### config.mk
export PLATFORM = sky130hd
export DESIGN_NAME = uart_tx_arbiter
export DESIGN_NICKNAME = d
export VERILOG_FILES = /design/src/rtl/uart_tx_arbiter.sv
export SDC_FILE = /design/constraint.sdc
export NUM_CORES = 1
export LEC_CHECK = 0
export BUFFER_PORTS_ARGS = -buffer_cell sky130_fd_sc_hd__buf_2
export CORE_ASPECT_RATIO = 1.75
export CORE_MARGIN = 5
export CORE_UTILIZATION = 52
export CTS_BUF_LIST = sky130_fd_sc_hd__clkbuf_16
export DETAILED_ROUTE_END_ITERATION = 8
export PLACE_DENSITY = 0.92
export SETUP_SLACK_MARGIN = 0.15
export SLEW_MARGIN = 20
export SYNTH_ARGS = -nofsm -noshare
export SYNTH_HDL_FRONTEND = slang
export SYNTH_SLANG_ARGS = --single-unit
### constraint.sdc
create_clock -name clk -period 3.05 [get_ports clk]
set_input_delay 0.61 -clock clk [delete_from_list [all_inputs] [get_ports clk]]
set_output_delay 0.61 -clock clk [all_outputs]
set_load 0.02 [all_outputs]
### src/rtl/uart_tx_arbiter.sv
// uart_tx_arbiter
//   Shares one simpleuart transmitter between NREQ byte-stream requesters.
//   Requesters are picked round-robin; an owner keeps the UART for a whole
//   message (terminated by req_last) so messages never interleave. Only one
//   byte is ever in flight: the next write waits for the UART frame ack.
//   If a locked owner stops presenting bytes for LOCK_TIMEOUT cycles, the
//   lock is forcibly released. LOCK_TIMEOUT == 0 disables locking.
//
// Ports
//   clk, reset         clock, asynchronous active-high reset
//   req_valid[i]       requester i presents a byte (held until req_ready[i])
//   req_data[8i+7:8i]  byte of requester i
//   req_last[i]        byte is the final one of the message
//   req_ready[i]       one-cycle pulse: byte of requester i consumed
//   grant              one-hot current owner, 0 when idle
//   busy               controller not idle
//   lock_timeout       one-cycle pulse on forced lock release
//   uart_dat_we/_di    write strobe and data to simpleuart
//   uart_dat_ack       end-of-frame pulse from simpleuart
module uart_tx_arbiter #(
  parameter int NREQ         = 4,
  parameter int LOCK_TIMEOUT = 1000
) (
  input  logic              clk,
  input  logic              reset,
  input  logic [NREQ-1:0]   req_valid,
  input  logic [8*NREQ-1:0] req_data,
  input  logic [NREQ-1:0]   req_last,
  output logic [NREQ-1:0]   req_ready,
  output logic [NREQ-1:0]   grant,
  output logic              busy,
  output logic              lock_timeout,
  output logic              uart_dat_we,
  output logic [31:0]       uart_dat_di,
  input  logic              uart_dat_ack
);

  localparam int IW = $clog2(NREQ);

  localparam logic [1:0] ST_IDLE = 2'd0;
  localparam logic [1:0] ST_SEND = 2'd1;
  localparam logic [1:0] ST_WAIT = 2'd2;
  localparam logic [1:0] ST_HOLD = 2'd3;

  // Last timer value before a forced release; unused when locking is off.
  localparam logic [15:0]     HOLD_LAST = (LOCK_TIMEOUT > 0) ? 16'(LOCK_TIMEOUT - 1) : 16'd0;
  localparam logic            NO_LOCK   = (LOCK_TIMEOUT == 0);
  localparam logic [IW-1:0]   LAST_IDX  = IW'(NREQ - 1);
  localparam logic [NREQ-1:0] ONE_HOT0  = NREQ'(1);

  logic [1:0]      state_q, state_d;
  logic [IW-1:0]   owner_q, owner_d;
  logic [IW-1:0]   rr_q, rr_d;
  logic [15:0]     timer_q, timer_d;
  logic            last_q, last_d;

  logic            pick_found;
  logic [IW-1:0]   pick_idx;
  logic [IW-1:0]   owner_next;
  logic [NREQ-1:0] owner_oh;
  logic            owner_valid;

  // Round-robin search starting at rr_q. Scanning from the far end down
  // lets the candidate closest to rr_q overwrite the others.
  always_comb begin : arb
    logic [IW-1:0] idx;
    idx        = '0;
    pick_found = 1'b0;
    pick_idx   = rr_q;
    for (int k = NREQ - 1; k >= 0; k--) begin
      idx = IW'((int'(rr_q) + k) % NREQ);
      if (req_valid[idx]) begin
        pick_found = 1'b1;
        pick_idx   = idx;
      end
    end
  end

  assign owner_valid = req_valid[owner_q];
  assign owner_next  = (owner_q == LAST_IDX) ? '0 : owner_q + 1'b1;
  assign owner_oh    = ONE_HOT0 << owner_q;

  always_comb begin : fsm
    state_d      = state_q;
    owner_d      = owner_q;
    rr_d         = rr_q;
    timer_d      = timer_q;
    last_d       = last_q;
    lock_timeout = 1'b0;
    case (state_q)
      ST_IDLE: begin
        if (pick_found) begin
          owner_d = pick_idx;
          state_d = ST_SEND;
        end
      end
      ST_SEND: begin
        last_d  = req_last[owner_q] | NO_LOCK;
        state_d = ST_WAIT;
      end
      ST_WAIT: begin
        // Only the ack of the frame we issued matters; acks seen in any
        // other state (e.g. a frame started before a reset) are dropped.
        if (uart_dat_ack) begin
          if (last_q) begin
            rr_d    = owner_next;
            state_d = ST_IDLE;
          end else if (owner_valid) begin
            state_d = ST_SEND;
          end else begin
            timer_d = '0;
            state_d = ST_HOLD;
          end
        end
      end
      ST_HOLD: begin
        if (owner_valid) begin
          state_d = ST_SEND;
        end else if (timer_q == HOLD_LAST) begin
          lock_timeout = 1'b1;
          rr_d         = owner_next;
          state_d      = ST_IDLE;
        end else if (timer_q != 16'hFFFF) begin
          timer_d = timer_q + 16'd1;
        end
      end
      default: state_d = ST_IDLE;
    endcase
  end

  always_ff @(posedge clk or posedge reset) begin
    if (reset) begin
      state_q <= ST_IDLE;
      owner_q <= '0;
      rr_q    <= '0;
      timer_q <= '0;
      last_q  <= 1'b0;
    end else begin
      state_q <= state_d;
      owner_q <= owner_d;
      rr_q    <= rr_d;
      timer_q <= timer_d;
      last_q  <= last_d;
    end
  end

  // Write strobe, data and consume pulse are all decoded from SEND so the
  // byte handed to the UART is exactly the one acknowledged to the owner.
  assign busy        = (state_q != ST_IDLE);
  assign grant       = busy ? owner_oh : '0;
  assign uart_dat_we = (state_q == ST_SEND);
  assign req_ready   = uart_dat_we ? owner_oh : '0;
  assign uart_dat_di = uart_dat_we ? {24'h0, req_data[8*owner_q +: 8]} : 32'h0;

endmodule
; Word-level counts from Yosys, hierarchy flattened
; Cells that the tools add are included.
; Widths: inputs -> output; s select.
[totals]
reg_bits = 23
input_bits = 43
output_inout_bits = 43
wordCells = 86
[op_classes]
addsub = 5
n_lt_le_gt_ge = 5
n_eq_ne = 16
shift = 2
n_mux = 46
n_reduce_logical = 7
[ops]
columns = operator, count
row1 = $mux 16, 6
row2 = $pmux 16 s2, 1
row3 = $shiftx 32x6->8, 1
row4 = $mux 2, 15
row5 = $ne 2x2->1 const B, 9
row6 = $add 16x1->16 const B, 1
row7 = $eq 16x10->1 const B, 1
row8 = $ne 16x16->1 const B, 1
row9 = $lt 2x3->1 const B, 5
row10 = $mux 1, 13
row11 = $bmux 1 s2, 6
row12 = $mux 4, 2
row13 = $mux 8, 1
row14 = $pmux 2 s4, 1
row15 = $reduce_and 7->1, 1
row16 = $eq 2x2->1 const B, 3
row17 = $reduce_and 5->1, 1
row18 = $add 2x1->2 const B, 2
row19 = $add 2x2->2 const B, 2
row20 = $pmux 2 s2, 1
row21 = $reduce_bool 2->1, 2
row22 = $shl 1x2->4 const A, 1
row23 = $ne 3x3->1 const B, 1
row24 = $reduce_and 3->1, 1
row25 = other kinds (3), 3

; Logic depth before layout (Yosys ltp)
; Gate-level depths: netlist (run 1).
[depth]
word_depth = 9
ltp_mapped = 7

; Worst setup path before layout (run 1)
; OpenSTA, ideal clock, no wires.
[synth_path]
path_kind = input to output
from = input req_valid[3]
to = output lock_timeout
arrival_ps = 1639
required_ps = 2440
path_slack_ps = 801
stages = 3
cell_sequence = mux4_2 -> nand2b_1 -> nor2_1
[synth_between]
elab_chain_len = 4
[synth_rtl]
columns = element, line
row1 = start: declaration, 26  ; input logic [NREQ-1:0] req_valid,
row2 = $bmux 1 s2, 79  ; assign owner_valid = req_valid[owner_q];
row3 = $mux 1 (implied by the code), 79
row4 = $mux 1, 117  ; if (owner_valid) begin
row5 = $mux 1, 90  ; case (state_q)
row6 = end: declaration, 32  ; output logic lock_timeout,
; Every way passes these cells. The select of a mux whose other input is x is not followed.

; Final worst setup path (run 1)
[layout_path]
from = register owner_q[0]
to = output lock_timeout
[layout_between]
elab_chain_len = 4
[layout_rtl]
columns = element, line
row1 = start: declaration, 52  ; logic [IW-1:0] owner_q, owner_d;
row2 = start signal: assignment, 140  ; owner_q <= owner_d;
row3 = $bmux 1 s2, 79
row4 = $mux 1 (implied by the code), 79
row5 = $mux 1, 117
row6 = $mux 1, 90
; Every way passes these cells. The select of a mux whose other input is x is not followed.

==> results of run 1 <==
## kinds of logic (layout without fill, tap and decap cells)
group	Yosys count	after routing	synth area share
AO/OA/AOI/OAI	49	49	0.162
buffers and inverters	42	78	0.128
flip-flops	23	23	0.292
multiplexers	17	17	0.152
adder cells (fa/ha/maj)	5	5	0.0317
other	1	24	0.00190
AND/OR/NAND/NOR	85	85	0.233
## cells in the mapped netlist, drive strengths merged, types with 2 or more instances
| master | number | area (sq um) |
|---|---|---|
| a31oi | 18 | 113 |
| a41oi | 2 | 17.5 |
| dfrtp | 23 | 576 |
| inv | 9 | 33.8 |
| and2 | 13 | 81.3 |
| a21oi | 5 | 25.0 |
| nor4b | 3 | 26.3 |
| mux2 | 3 | 33.8 |
| mux2i | 4 | 40.0 |
| nand2 | 12 | 45.0 |
| nand3 | 7 | 35.0 |
| buf | 28 | 200 |
| o21ai | 11 | 55.1 |
| and3 | 8 | 50.1 |
| a221o | 2 | 20.0 |
| ha | 5 | 62.6 |
| nor2b | 11 | 68.8 |
| nand2b | 4 | 25.0 |
| nor2 | 17 | 63.8 |
| o22ai | 2 | 12.5 |
| nor3 | 4 | 20.0 |
| clkbuf | 5 | 18.8 |
| mux4 | 10 | 225 |
| a22o | 2 | 17.5 |
## report_power, final
group          internal (uW)  switching (uW)  total, uW
clock                    177             111        288
sequential               391             127        517
combinational            443             584       1030
## registers in the layout, summed over array words and instances, names as in the netlist
name     count
last_q       1
owner_q      2
rr_q         2
state_q      2
timer_q     16
## area by class of cell
class | count | area, sq um
sequential | 23 | 576
fill | 322 | 1350
inverter | 9 | 33.8
tap | 46 | 57.6
timing repair buffer | 65 | 335
multi-input combinational | 180 | 1230
clock inverter | 1 | 5.00
clock buffer | 3 | 75.1
## layer usage
layer | wire length (um) | GRT usage | up-vias
met1 | 1780 | 0.203 | 924
met4 | 293 | 0.135 | 0
met5 | 0 | 0 | -
met2 | 2940 | 0.405 | 133
met3 | 516 | 0.0496 | 27
li1 | - | - | 877
## critical path, cell delays in order, from the launching register on
cell	delay (ps)
dfrtp_1	450
mux4_2	620
nand2b_1	240
nor2_1	140
buf_2	170
## through the flow
| stage | setup slack [ps] | cell area (sq um) |
|---|---|---|
| final | 563 | 2310 |
| after global routing | 450 | 2310 |
| after CTS | 547 | 2310 |
| after detailed placement | 601 | 2230 |
| after global placement | 628 | 2230 |
| after floorplan | 801 | 2060 |
## worst paths after layout
check	end	startpoint	slack [ps]
max in group asynchronous	last_q	reset	1970
min in group asynchronous	owner_q[1]	reset	530
hold reg to reg	timer_q[8]	timer_q[8]	500
setup reg to reg	timer_q[11]	timer_q[0]	970
hold / removal	timer_q[8]	timer_q[8]	500
setup / recovery	lock_timeout	owner_q[0]	560
==> flow_summary.ini, run 1 <==
[run_status]
outcome = finished, final reports clean

[timing]
slew_headroom = 0.408
slew_viol_final = 0
worstMarginPinSlew_ps = 887
fin_worst_skew_ps = 2.46
layout_min_cycle_time_ps = 2490
fmax_mhz = 402
finalCritPeriodShare = 0.816
setup-tns-final_ps = 0
finalSetupViolCount = 0
hold_viol = 0
timing.hold.ws_ps = 503
rsz0062_at_grt = false

[clocking]
clock-root-buffer = clkbuf_16
cts.sinks = 23
cts_buffer_depth = 2
cts_hold_buf = 0
cts_setup_buffers = 0
cts_buffers = 3
insertion_delay_ps = 260
htree_levels = 1
cts_tree = built
post_cts_resized = 0
clkTransAtPathRegs_ps = 60

[place]
dp.cells = 323
place_hpwl_um = 4420
gp_congestion = 0.848
numPortBuffers = 61

[cells_and_area]
fin_cells = 327
utilization = 0.631
final_cell_mix = buf_2, conb_1, dfrtp_1
antenna_cells = 0
syn_to_final_growth_pct = 17.2
drive_gt1_frac = 0.299
num-nets-final = 330
final_common_cell = buf_2

[global_route]
antenna_found_initial = 0
grt_pass1_wl_um = 9000
grt_max_degree = 24
gr-total-overflow = 0
track_usage = 0.217
grt_pass1_vias = 1977

[pwr]
ir_worst_vdd_mv = 0.528
total_power_uw = 1830
p_leak_uw = 0.00113
powerDensity_nw_per_um2 = 792

[synth]
yosys_warnings = 0
syn_inst = 222
synth_area_sq_um = 1970
ys.flop_type = dfrtp_1
async_flop_share = 1.00
synth_seq_cells = 23
yosysSeqAreaShare = 0.292
syn_avg_cell_area_sq_um = 8.89
synth_edf_count = 0
synth_cell_type_count = 40

[worst_setup_path]
startpoint_type = register
worst-path-max-fanout = 7
cp-end-kind = output pin
reg2reg_depth = 6
critPathRequiredTime_ps = 2440
criticalPathCategory = reg2out
crit_arrival_ps = 1880

[route]
drt_iter0_drc = 118
ant_nets = 0
firstDrtPassIters = 4
wl_per_cell_um = 16.9
vias = 1961
drcViolationCount = 0
routed_wl_um = 5530
viasPerCell = 6.00

[die]
num_io_pins = 86
die_w_um = 56.6
start_util = 0.538
row_count = 29
coreArea_sq_um = 3660
die_y_um = 91.5
dieArea_sq_um = 5170

[run]
cap_viol_max_count = 0

[worst_hold_path]
whs_path_depth = 1
hold_class = reg2reg
(Power assumes the default switching activity.)
==> run 2: changes to the inputs <==
- CORE_UTILIZATION: 52 -> 43
- PLACE_DENSITY: 0.92 -> 0.81
- clock period: 3.05 -> 2.1 ns (I/O delays scaled with it)
==> flow_summary.ini, run 2 (synthesis results as in run 1) <==
[run_status]
outcome = finished with violations
violations = setup timing

[pwr]
total_power_uw = 3230
powerDensity_nw_per_um2 = 1210
ir_worst_vdd_mv = 0.832
p_leak_uw = 0.00127

[clocking]
clkTransAtPathRegs_ps = 60
cts_tree = built
cts_hold_buf = 0
insertion_delay_ps = 260
cts_buffer_depth = 2
clock-root-buffer = clkbuf_16
cts.sinks = 23
htree_levels = 1
cts_buffers = 3

[run]
cap_viol_max_count = 0

[worst_setup_path]
path_delay_family = multiplexers
critPathSlowestCell = mux4_2
crit_arrival_ps = 1700
critPathRequiredTime_ps = 1680
cp_cell_sequence = buf_12 -> buf_16 -> mux4_2 -> and2_4 -> buf_6
crit_buf_inv = 3
cp-end-kind = output pin
startpoint_type = register
criticalPathCategory = reg2out
slowest_delay_ps = 500
worst-path-max-fanout = 5

[route]
drt_iter0_drc = 99
ant_nets = 0
drcViolationCount = 0
viasPerCell = 5.69
wl_per_cell_um = 18.0
routed_wl_um = 6300
firstDrtPassIters = 4
vias = 1992

[place]
place_ws_ps = 43.2
gp_congestion = 0.882
numPortBuffers = 61
place_hpwl_um = 4340

[cells_and_area]
num-nets-final = 348
largest_register = timer_q
largest_register_ffs = 16
syn_to_final_growth_pct = 35.3
final_cell_mix = buf_2, conb_1, buf_4
final_common_cell = buf_2
antenna_cells = 0
drive_gt1_frac = 0.401
nFillCells = 346

[die]
row_count = 32
num_io_pins = 86
start_util = 0.444
die_w_um = 61.2
die_y_um = 99.6
coreArea_sq_um = 4440
dieArea_sq_um = 6100

[timing]
finalSetupViolCount = 1
timing.hold.ws_ps = 199
rsz0062_at_grt = true
fmax_mhz = 473
layout_min_cycle_time_ps = 2120
fin_worst_skew_ps = 3.65
setup_ws_ps = -15.7
slew_viol_final = 0
hold_viol = 0
finalCritPeriodShare = 1.01

[global_route]
grt.busiest_layer = met2
grt_pass1_vias = 1938
met1_usage = 0.190
track_usage = 0.187
gr-total-overflow = 0
grt_max_degree = 24
met3_usage = 0.0286
grt_util_met2 = 0.355
antenna_found_initial = 0
grt_pass1_wl_um = 8810

[worst_hold_path]
hold_class = in2async
## run 2: worst paths after layout
kind                                        to  depth (start not counted)  slack (ps)  startpoint
worst max-delay path            uart_dat_di[0]                          5         -20  owner_q[0]
worst min-delay path                timer_q[8]                          3         200       reset
max in group asynchronous           owner_q[0]                          3        1640       reset
worst max register to register         rr_q[0]                          5          90  owner_q[0]
min in group clk                    timer_q[8]                          1         500  timer_q[8]
worst min register to register      timer_q[8]                          1         500  timer_q[8]
## run 2: worst min-delay path, stage by stage
cell	delay, ps
buf_2	90
inv_1	40
buf_4	290
## run 2: power breakdown
group	internal, uW	switching, uW	total [uW]
clock	256	161	417
sequential	569	185	754
combinational	1040	1020	2060
total	1870	1370	3230
## run 2: layout make-up
| cell class | instances | area (sq um) | area share |
|---|---|---|---|
| inverters | 9 | 33.8 | 0.0127 |
| clock inverters | 1 | 5.00 | 0.00187 |
| flip-flops and latches | 23 | 577 | 0.216 |
| well taps | 51 | 63.8 | 0.0239 |
| repair buffers | 83 | 592 | 0.222 |
| multi-input cells | 180 | 1320 | 0.496 |
| clock buffers | 3 | 75.1 | 0.0281 |
## run 2: per-layer routing
metal / part of all wire / vias to the layer above
met5: 0 / -
met4: 0.020 / 0
met3: 0.088 / 14
met2: 0.56 / 114
met1: 0.33 / 945
li1: - / 919
## run 2: repair_timing
action | CTS | global route
cloned | 1 | 0
setup endpoints to repair | 11 | 28
setup buffers | 6 | 2
resized for setup | 25 | 29
pin swaps | 7 | 5
## run 2: through the flow
| stage | utilization | instance area [sq um] | TNS, ps | std cells |
|---|---|---|---|---|
| 2_1_floorplan | - | 2060 | 0 | 245 |
| 5_1_grt | 0.601 | 2670 | -189 | 350 |
| 3_3_place_gp | 0.519 | 2310 | 0 | 337 |
| 6_report | 0.601 | 2670 | -15.7 | 350 |
| 4_1_cts | 0.573 | 2550 | 0 | 348 |
| 3_5_place_dp | 0.519 | 2310 | 0 | 337 |
